===== src/rtl/control_pipe.sv =====
// control_pipe: decodes opcode/funct into the registered ID/EX control entry.
// It sits between the IF/ID latch and EX. It handles the valid/ready handshake,
// inserts a bubble on a load-use hazard, sequences multi-cycle MULT/DIV
// occupancy of EX, and honours flush and EX stalls.
module control_pipe #(
  parameter int unsigned MULDIV_LAT = 4,
  parameter bit          LOADUSE_EN = 1'b1,
  parameter int unsigned REG_W      = 5
) (
  input  logic             clk,
  input  logic             reset,
  input  logic             in_valid,
  output logic             in_ready,
  input  logic [5:0]       opcode,
  input  logic [5:0]       funct,
  input  logic [REG_W-1:0] rs,
  input  logic [REG_W-1:0] rt,
  input  logic [REG_W-1:0] rd,
  input  logic             flush,
  input  logic             ex_stall,
  output logic             out_valid,
  output logic             regwrite,
  output logic             memtoreg,
  output logic             memread,
  output logic             memwrite,
  output logic             isbranch,
  output logic             regdst,
  output logic             alusrc,
  output logic             isjump,
  output logic [1:0]       aluop,
  output logic [REG_W-1:0] dst_reg,
  output logic             ismuldiv,
  output logic             illegal,
  output logic             busy
);

  localparam logic [5:0] OpRtype = 6'h00;
  localparam logic [5:0] OpJ     = 6'h02;
  localparam logic [5:0] OpBeq   = 6'h04;
  localparam logic [5:0] OpBne   = 6'h05;
  localparam logic [5:0] OpAddi  = 6'h08;
  localparam logic [5:0] OpSlti  = 6'h0A;
  localparam logic [5:0] OpAndi  = 6'h0C;
  localparam logic [5:0] OpOri   = 6'h0D;
  localparam logic [5:0] OpXori  = 6'h0E;
  localparam logic [5:0] OpLui   = 6'h0F;
  localparam logic [5:0] OpLw    = 6'h23;
  localparam logic [5:0] OpSw    = 6'h2B;

  localparam logic [5:0] FnMult  = 6'h18;
  localparam logic [5:0] FnMultu = 6'h19;
  localparam logic [5:0] FnDiv   = 6'h1A;
  localparam logic [5:0] FnDivu  = 6'h1B;

  localparam int unsigned     CntW    = $clog2(MULDIV_LAT) + 1;
  localparam logic [CntW-1:0] CntLoad = CntW'(MULDIV_LAT - 1);
  localparam logic [CntW-1:0] CntOne  = CntW'(1);

  typedef enum logic [0:0] {StRun, StBusy} state_e;

  typedef struct packed {
    logic             valid;
    logic             regwrite;
    logic             memtoreg;
    logic             memread;
    logic             memwrite;
    logic             isbranch;
    logic             regdst;
    logic             alusrc;
    logic             isjump;
    logic [1:0]       aluop;
    logic [REG_W-1:0] dst_reg;
    logic             ismuldiv;
    logic             illegal;
  } idex_t;

  state_e          state_q;
  logic [CntW-1:0] cnt_q;
  idex_t           idex_q;
  idex_t           dec;
  logic            rt_used;
  logic            hazard;
  logic            accept;

  // Decode the incoming instruction into a full ID/EX entry.
  always_comb begin
    dec       = '0;
    dec.valid = 1'b1;
    case (opcode)
      OpRtype: begin
        dec.regwrite = 1'b1;
        dec.regdst   = 1'b1;
        dec.aluop    = 2'b00;
        dec.ismuldiv = funct inside {FnMult, FnMultu, FnDiv, FnDivu};
      end
      OpAddi: begin
        dec.regwrite = 1'b1;
        dec.alusrc   = 1'b1;
        dec.aluop    = 2'b01;
      end
      OpLw: begin
        dec.regwrite = 1'b1;
        dec.memtoreg = 1'b1;
        dec.memread  = 1'b1;
        dec.alusrc   = 1'b1;
        dec.aluop    = 2'b01;
      end
      OpSw: begin
        dec.memwrite = 1'b1;
        dec.alusrc   = 1'b1;
        dec.aluop    = 2'b01;
      end
      OpBeq, OpBne: begin
        dec.isbranch = 1'b1;
        dec.aluop    = 2'b10;
      end
      OpJ: begin
        dec.isjump = 1'b1;
        dec.aluop  = 2'b01;
      end
      OpAndi, OpOri, OpXori, OpSlti, OpLui: begin
        dec.regwrite = 1'b1;
        dec.alusrc   = 1'b1;
        dec.aluop    = 2'b11;
      end
      default: dec.illegal = 1'b1;
    endcase
    // Non-writing entries carry a zero destination so hazard logic ignores them.
    dec.dst_reg = dec.regwrite ? (dec.regdst ? rd : rt) : '0;
  end

  // Load-use hazard: the load in ID/EX targets a register the incoming instruction reads.
  always_comb begin
    rt_used = opcode inside {OpRtype, OpSw, OpBeq, OpBne};
    hazard  = LOADUSE_EN && idex_q.valid && idex_q.memread && (idex_q.dst_reg != '0) &&
              ((idex_q.dst_reg == rs) || ((idex_q.dst_reg == rt) && rt_used));
    in_ready = !reset && (state_q == StRun) && !hazard && !ex_stall && !flush;
    accept   = in_valid && in_ready;
  end

  // ID/EX register, MULDIV sequencer state and occupancy counter.
  always_ff @(posedge clk or posedge reset) begin
    if (reset) begin
      state_q <= StRun;
      cnt_q   <= '0;
      idex_q  <= '0;
    end else if (flush) begin
      state_q <= StRun;
      cnt_q   <= '0;
      idex_q  <= '0;
    end else if (!ex_stall) begin
      if (accept) begin
        idex_q <= dec;
        if (dec.ismuldiv && (MULDIV_LAT > 1)) begin
          state_q <= StBusy;
          cnt_q   <= CntLoad;
        end
      end else begin
        idex_q <= '0;
        if (state_q == StBusy) begin
          // Last occupied cycle: release EX so the next instruction issues next cycle.
          if (cnt_q > CntOne) begin
            cnt_q <= cnt_q - CntOne;
          end else begin
            cnt_q   <= '0;
            state_q <= StRun;
          end
        end
      end
    end
  end

  assign out_valid = idex_q.valid;
  assign regwrite  = idex_q.regwrite;
  assign memtoreg  = idex_q.memtoreg;
  assign memread   = idex_q.memread;
  assign memwrite  = idex_q.memwrite;
  assign isbranch  = idex_q.isbranch;
  assign regdst    = idex_q.regdst;
  assign alusrc    = idex_q.alusrc;
  assign isjump    = idex_q.isjump;
  assign aluop     = idex_q.aluop;
  assign dst_reg   = idex_q.dst_reg;
  assign ismuldiv  = idex_q.ismuldiv;
  assign illegal   = idex_q.illegal;
  assign busy      = (state_q == StBusy);

endmodule


===== config.mk =====
export PLATFORM = sky130hd
export DESIGN_NAME = control_pipe
export DESIGN_NICKNAME = d
export VERILOG_FILES = /design/src/rtl/control_pipe.sv
export SDC_FILE = /design/constraint.sdc
export NUM_CORES = 1
export LEC_CHECK = 0
export BUFFER_PORTS_ARGS = -buffer_cell sky130_fd_sc_hd__buf_2
export CAP_MARGIN = 20
export CORE_ASPECT_RATIO = 1.4
export CORE_MARGIN = 2
export CORE_UTILIZATION = 50
export CTS_BUF_LIST = sky130_fd_sc_hd__clkbuf_4 sky130_fd_sc_hd__clkbuf_8
export DETAILED_ROUTE_END_ITERATION = 16
export PLACE_DENSITY = 0.83
export SYNTH_ARGS = -nofsm -noshare
export SYNTH_HDL_FRONTEND = slang
export SYNTH_SLANG_ARGS = --single-unit

===== constraint.sdc =====
create_clock -name clk -period 2.4 [get_ports clk]
set_input_delay 0 -clock clk [delete_from_list [all_inputs] [get_ports clk]]
set_output_delay 0 -clock clk [all_outputs]
set_load 0.02 [all_outputs]

**Word-level counts from Yosys, hierarchy flattened**

Cells that the tools add are included.

- Add/subtract/negate cells: 1
- Order comparisons: 1
- Equality and inequality tests: 19
- Muxes and demuxes: 27
- Bitwise operators: 1
- Reductions and logical operators: 27

Operators with widths:

| kind | number |
|---|---|
| two-way mux 18 bit | 3 |
| equality test 6 x 4 -> 1 bit, second input constant | 6 |
| equality test 6 x 5 -> 1 bit, second input constant | 4 |
| two-way mux 3 bit | 6 |
| OR reduction 8 bit | 2 |
| two-way mux 1 bit | 14 |
| equality test 6 x 3 -> 1 bit, second input constant | 2 |
| equality test 6 bit, second input constant | 2 |
| OR reduction 12 bit | 1 |
| equality test 5 bit | 2 |
| two-way mux 5 bit | 2 |
| logical AND 1 bit | 9 |
| nonzero test 4 bit | 2 |
| equality test 6 x 2 -> 1 bit, second input constant | 1 |
| zero test 6 bit | 1 |
| case mux 2 bit (3 select lines) | 1 |
| nonzero test 5 bit | 1 |
| OR reduction 5 bit | 1 |
| zero test 1 bit | 4 |
| OR reduction 4 bit | 1 |
| greater-than comparator 3 x 1 -> 1 bit, second input constant | 1 |
| != test 3 bit, second input constant | 1 |
| AND reduction 3 bit | 1 |
| nonzero test 3 bit | 1 |
| 7 further kinds | 7 |

- Flip-flop bits (word level): 22
- Bits of input ports: 32
- Output and inout bits: 20

**Depth between registers and ports, before layout**

- Depth after elaboration: 13
- Gate-level depth with buffers: 7
- Mapped depth without buffers: 6

**Worst setup path before layout**

OpenSTA, ideal clock, no wires.

- Path kind: flip-flop to flip-flop
- Start: register idex_q, in the netlist dst_reg[2]
- End: register idex_q, in the netlist alusrc
- Setup time: 0.068 ns
- Arrival time: 1.944 ns
- Setup slack: 0.389 ns
- Cell stages (with the launch flop): 7
- Path through: dfrtp_1 -> or3_1 -> o311a_1 -> nand4_1 -> nand3_1 -> inv_1 -> a32o_1

- Cells in the longest elaborated chain, start to end: 12

Ends and longest elaborated chain:

| element | RTL line | RTL |
|---|---|---|
| from (decl) | 79 | `idex_t idex_q;` |
| from (signal assigned) | 146 | `idex_q <= '0;` |
| from (signal assigned) | 150 | `idex_q <= '0;` |
| from (signal assigned) | 153 | `idex_q <= dec;` |
| equality test 5 bit | 136 | `((idex_q.dst_reg == rs) \|\| ((idex_q.dst_reg == rt) && rt_used));` |
| logical AND 1 bit | 136 |  |
| logical OR 1 bit | 136 |  |
| logical AND 1 bit (*) | 135 | `hazard = LOADUSE_EN && idex_q.valid && idex_q.memread && (idex_q.dst_reg != '0) &&` |
| zero test 1 bit (*) | 137 | `in_ready = !reset && (state_q == StRun) && !hazard && !ex_stall && !flush;` |
| logical AND 1 bit (*) (3 in series) | 137 |  |
| named net in_ready | 13 | `output logic in_ready,` |
| logical AND 1 bit (*) | 138 | `accept = in_valid && in_ready;` |
| two-way mux 18 bit (*) | 152 | `if (accept) begin` |
| two-way mux 18 bit (*) | 151 | `end else if (!ex_stall) begin` |
| two-way mux 18 bit (*) | 147 | `end else if (flush) begin` |

Mark *: on every way through the listed nets, which the timed path passes. The rest lies on a longest branch. The select of a mux whose other input is x is not followed.
A chain may end at the register's enable or synchronous reset.

**Worst setup path after layout**

- Start: register idex_q, in the netlist dst_reg[2]
- End: output in_ready

- Cells in the longest elaborated chain, start to end: 8

Ends and longest elaborated chain:

| element | RTL line |
|---|---|
| equality test 5 bit | 136 |
| logical AND 1 bit | 136 |
| logical OR 1 bit | 136 |
| logical AND 1 bit (*) | 135 |
| zero test 1 bit (*) | 137 |
| logical AND 1 bit (*) (3 in series) | 137 |
| to (decl) | 13 |

Mark *: on every way between the ends. The rest lies on a longest branch, timed or not.

==> flow_metrics.tcl <==
set metrics [dict create \
    pin_count 52 \
    synthArstFlopShare_pct 100 \
    critPathLaunchType "flop" \
    min_period_over_period_pct 94.3 \
    finalNonFillerCells 224 \
    path_class "flop to primary output" \
    final-setup-viol-count 0 \
    largest_register_ff_count 5 \
    peakVddDrop_uv 317 \
    p_leak_uw 0.000859 \
    numPortBuffers 49 \
    synth_area_leaders "dfrtp_1, nand2_1, xor2_1" \
    cts_sinks 21 \
    fmax_mhz 442 \
    max-slew-margin-rel_pct 47.3 \
    grt_pass1_vias 1201 \
    synth_top_family_by_area "simple AND/OR/NAND/NOR gates" \
    synth_nets 172 \
    timing.hold.ws_ns 0.0205 \
    drive_gt1_share_pct 30.0 \
    ys_ff_latch 21 \
    row_count 21 \
    wl_per_cell_um 14.2 \
    cts-root-buf "clkbuf_4" \
    drc 0 \
    track_usage_pct 23.4 \
    cts.reportedPaths.clkPinSlew_ns 0.12 \
    yosysSeqAreaShare_pct 40.9 \
    synth_compound_area_share_pct 16.3 \
    max-cap-violations 0 \
    power_density_mw_per_mm2 386 \
    pre_cts_slack_ns 0.307 \
    start_util_pct 53.1 \
    die_h_um 64.0 \
    synth_edf_count 0 \
    synthToLayoutAreaGrowth_pct 25.2 \
    path_cells "or3_1, o311a_1, nand4_1, nand3_2, inv_1, buf_2" \
    crit_required_ns 2.40 \
    n_antenna_cell 0 \
    yosys.area_share.simple_pct 25.7 \
    viasPerCell 5.71 \
    dp_cells 216 \
    grt.overflow.total 0 \
    hold_viol_final 0 \
    synth-xor-area-share_pct 6.82 \
    synth_top_area_share_pct 40.9 \
    syn_inst 138 \
    ys_types 38 \
    tightest_slew_ns 0.789 \
    grt_max_degree 22 \
    clockBufferDepth 2 \
    period_needed_ns 2.26 \
    layout_common_cells "buf_2, dfrtp_1, nand2_1" \
    skew_ns 0.0139 \
    yosys_warnings 0 \
    fin_area_mm2 0.00161 \
    cts_tree "built" \
    vias 1280 \
    drt-total-wl_mm 3.18 \
    numCtsBuffers 3 \
    slew_violations 0 \
    fill_cells 222 \
    fin_ws_ns 0.137 \
    post-dp-hpwl_mm 2.51 \
    firstDrtPassIters 4 \
    postRouteAntennaNets 0 \
    fin_nets 225 \
    design.die.area_mm2 0.00299 \
    multiInputGateArea_um2 707 \
    finalWeightedCongestion 0.766 \
    arrival_ns 2.26 \
    core_area_mm2 0.00242 \
    cp_num_buf_inv 2 \
    place_area_mm2 0.00153 \
    path_delay_family "simple AND/OR/NAND/NOR gates" \
    yosysTopAreaCell "dfrtp_1" \
    critPathMaxFanout 9 \
    status "finished, final reports clean" \
    grt_pass1_wl_mm 5.26 \
    crit_slowest_cell "dfrtp_1" \
    drt_iter0_drc 42 \
    syn_avg_cell_area_um2 9.30 \
    ctsHtreeMaxLevel 1 \
    hold_class "primary input to flop" \
    crit_path_end_kind "primary output" \
    clk_latency_ns 0.30 \
    syn_area_mm2 0.00128 \
    synth-adder-area-share_pct 1.95 \
    antenna_found_initial 0 \
    fp.dieW_um 46.8 \
    rrSetupSlack_ns 0.36 \
    final_common_cell "buf_2" \
    cp_slowest_stage_delay_ns 0.47 \
    synth.area.mux_share_pct 3.90 \
    synth-main-ff-cell "dfrtp_1" \
    regArea_um2 526 \
]
[final timing paths]
kind	depth (start not counted)	to	startpoint
worst max-delay path	6	in_ready	dst_reg[2]$_DFFE_PP0P_
worst min-delay path	3	dst_reg[0]$_DFFE_PP0P_	rd[0]
worst max register to register	6	alusrc$_DFFE_PP0P_	dst_reg[2]$_DFFE_PP0P_
worst min register to register	2	aluop[0]$_DFFE_PP0P_	aluop[0]$_DFFE_PP0P_
max in group asynchronous	3	memtoreg$_DFFE_PP0P_	reset
min in group asynchronous	3	cnt_q[2]$_DFFE_PP0P_	reset
[worst reg2reg max path: stages (launching register included)]
cell     delay (ns)
dfrtp_1        0.47
or3_1          0.40
o311a_1        0.32
nand4_1        0.16
nand3_2        0.22
inv_1          0.21
a32o_1         0.20
[Yosys cell counts, types with 2 or more instances]
| cell | count |
|---|---|
| dfrtp_1 | 21 |
| a32o_1 | 2 |
| nand2b_1 | 3 |
| buf_6 | 2 |
| nor2b_1 | 3 |
| nand3_1 | 5 |
| nor4_1 | 3 |
| nand2_1 | 19 |
| o31ai_1 | 5 |
| nand4_1 | 3 |
| nor2_1 | 6 |
| inv_1 | 5 |
| xor2_1 | 8 |
| nor3_1 | 3 |
| a21oi_1 | 6 |
| nand3b_1 | 2 |
| a22o_1 | 2 |
| clkbuf_1 | 2 |
| ha_1 | 2 |
| mux2i_1 | 5 |
| o21ai_0 | 9 |
| or3_1 | 2 |
| a22oi_1 | 2 |
| xnor2_1 | 2 |
| nor3b_1 | 3 |
[metrics by stage]
step | TNS, ns | total power, uW | util, %
2_1_floorplan | 0 | 413 | -
3_3_place_gp | 0 | 454 | 63.5
3_5_place_dp | 0 | 459 | 63.5
4_1_cts | 0 | 621 | 65.8
5_1_grt | -0.00590 | 659 | 66.5
6_report | 0 | 621 | 66.5
[cells by family (layout without fill, tap and decap cells)]
group,count (synthesis),count (layout)
compound gates,31,31
xor+xnor,10,10
fa+ha+maj,2,2
buf+inv,10,62
flops,21,21
mux,5,5
simple gates,59,59
[per-layer routing]
layer / GRT usage, % / wire [um] / vias to the layer above
li1: - / - / 606
met1: 28.8 / 1210 / 612
met4: 6.25 / 38 / 0
met3: 2.54 / 184 / 4
met5: 0 / 0 / -
met2: 41.3 / 1740 / 58
[cell type report]
type	count	share of cell area [%]
clock buffers	3	1.40
clock inverters	1	0.311
inverters	5	1.17
multi-input cells	107	44.0
flip-flops and latches	21	32.7
well taps	34	2.65
repair buffers	53	17.8
[report_power, final]
| group | leakage (uW) | internal [uW] | switching, uW |
|---|---|---|---|
| Combinational | 0.000548 | 41.9 | 58.5 |
| Clock | 0.0000177 | 61.9 | 101 |
| Sequential | 0.000293 | 356 | 1.98 |
| Total | 0.000859 | 460 | 162 |
[timing repair]
action                     CTS  global route
resized for setup            0             1
hold endpoints to repair    24             0
hold buffers                 3             0
buffers inserted             0             0
setup endpoints to repair    0             1
No activity file was read; power rests on OpenSTA's default activity.
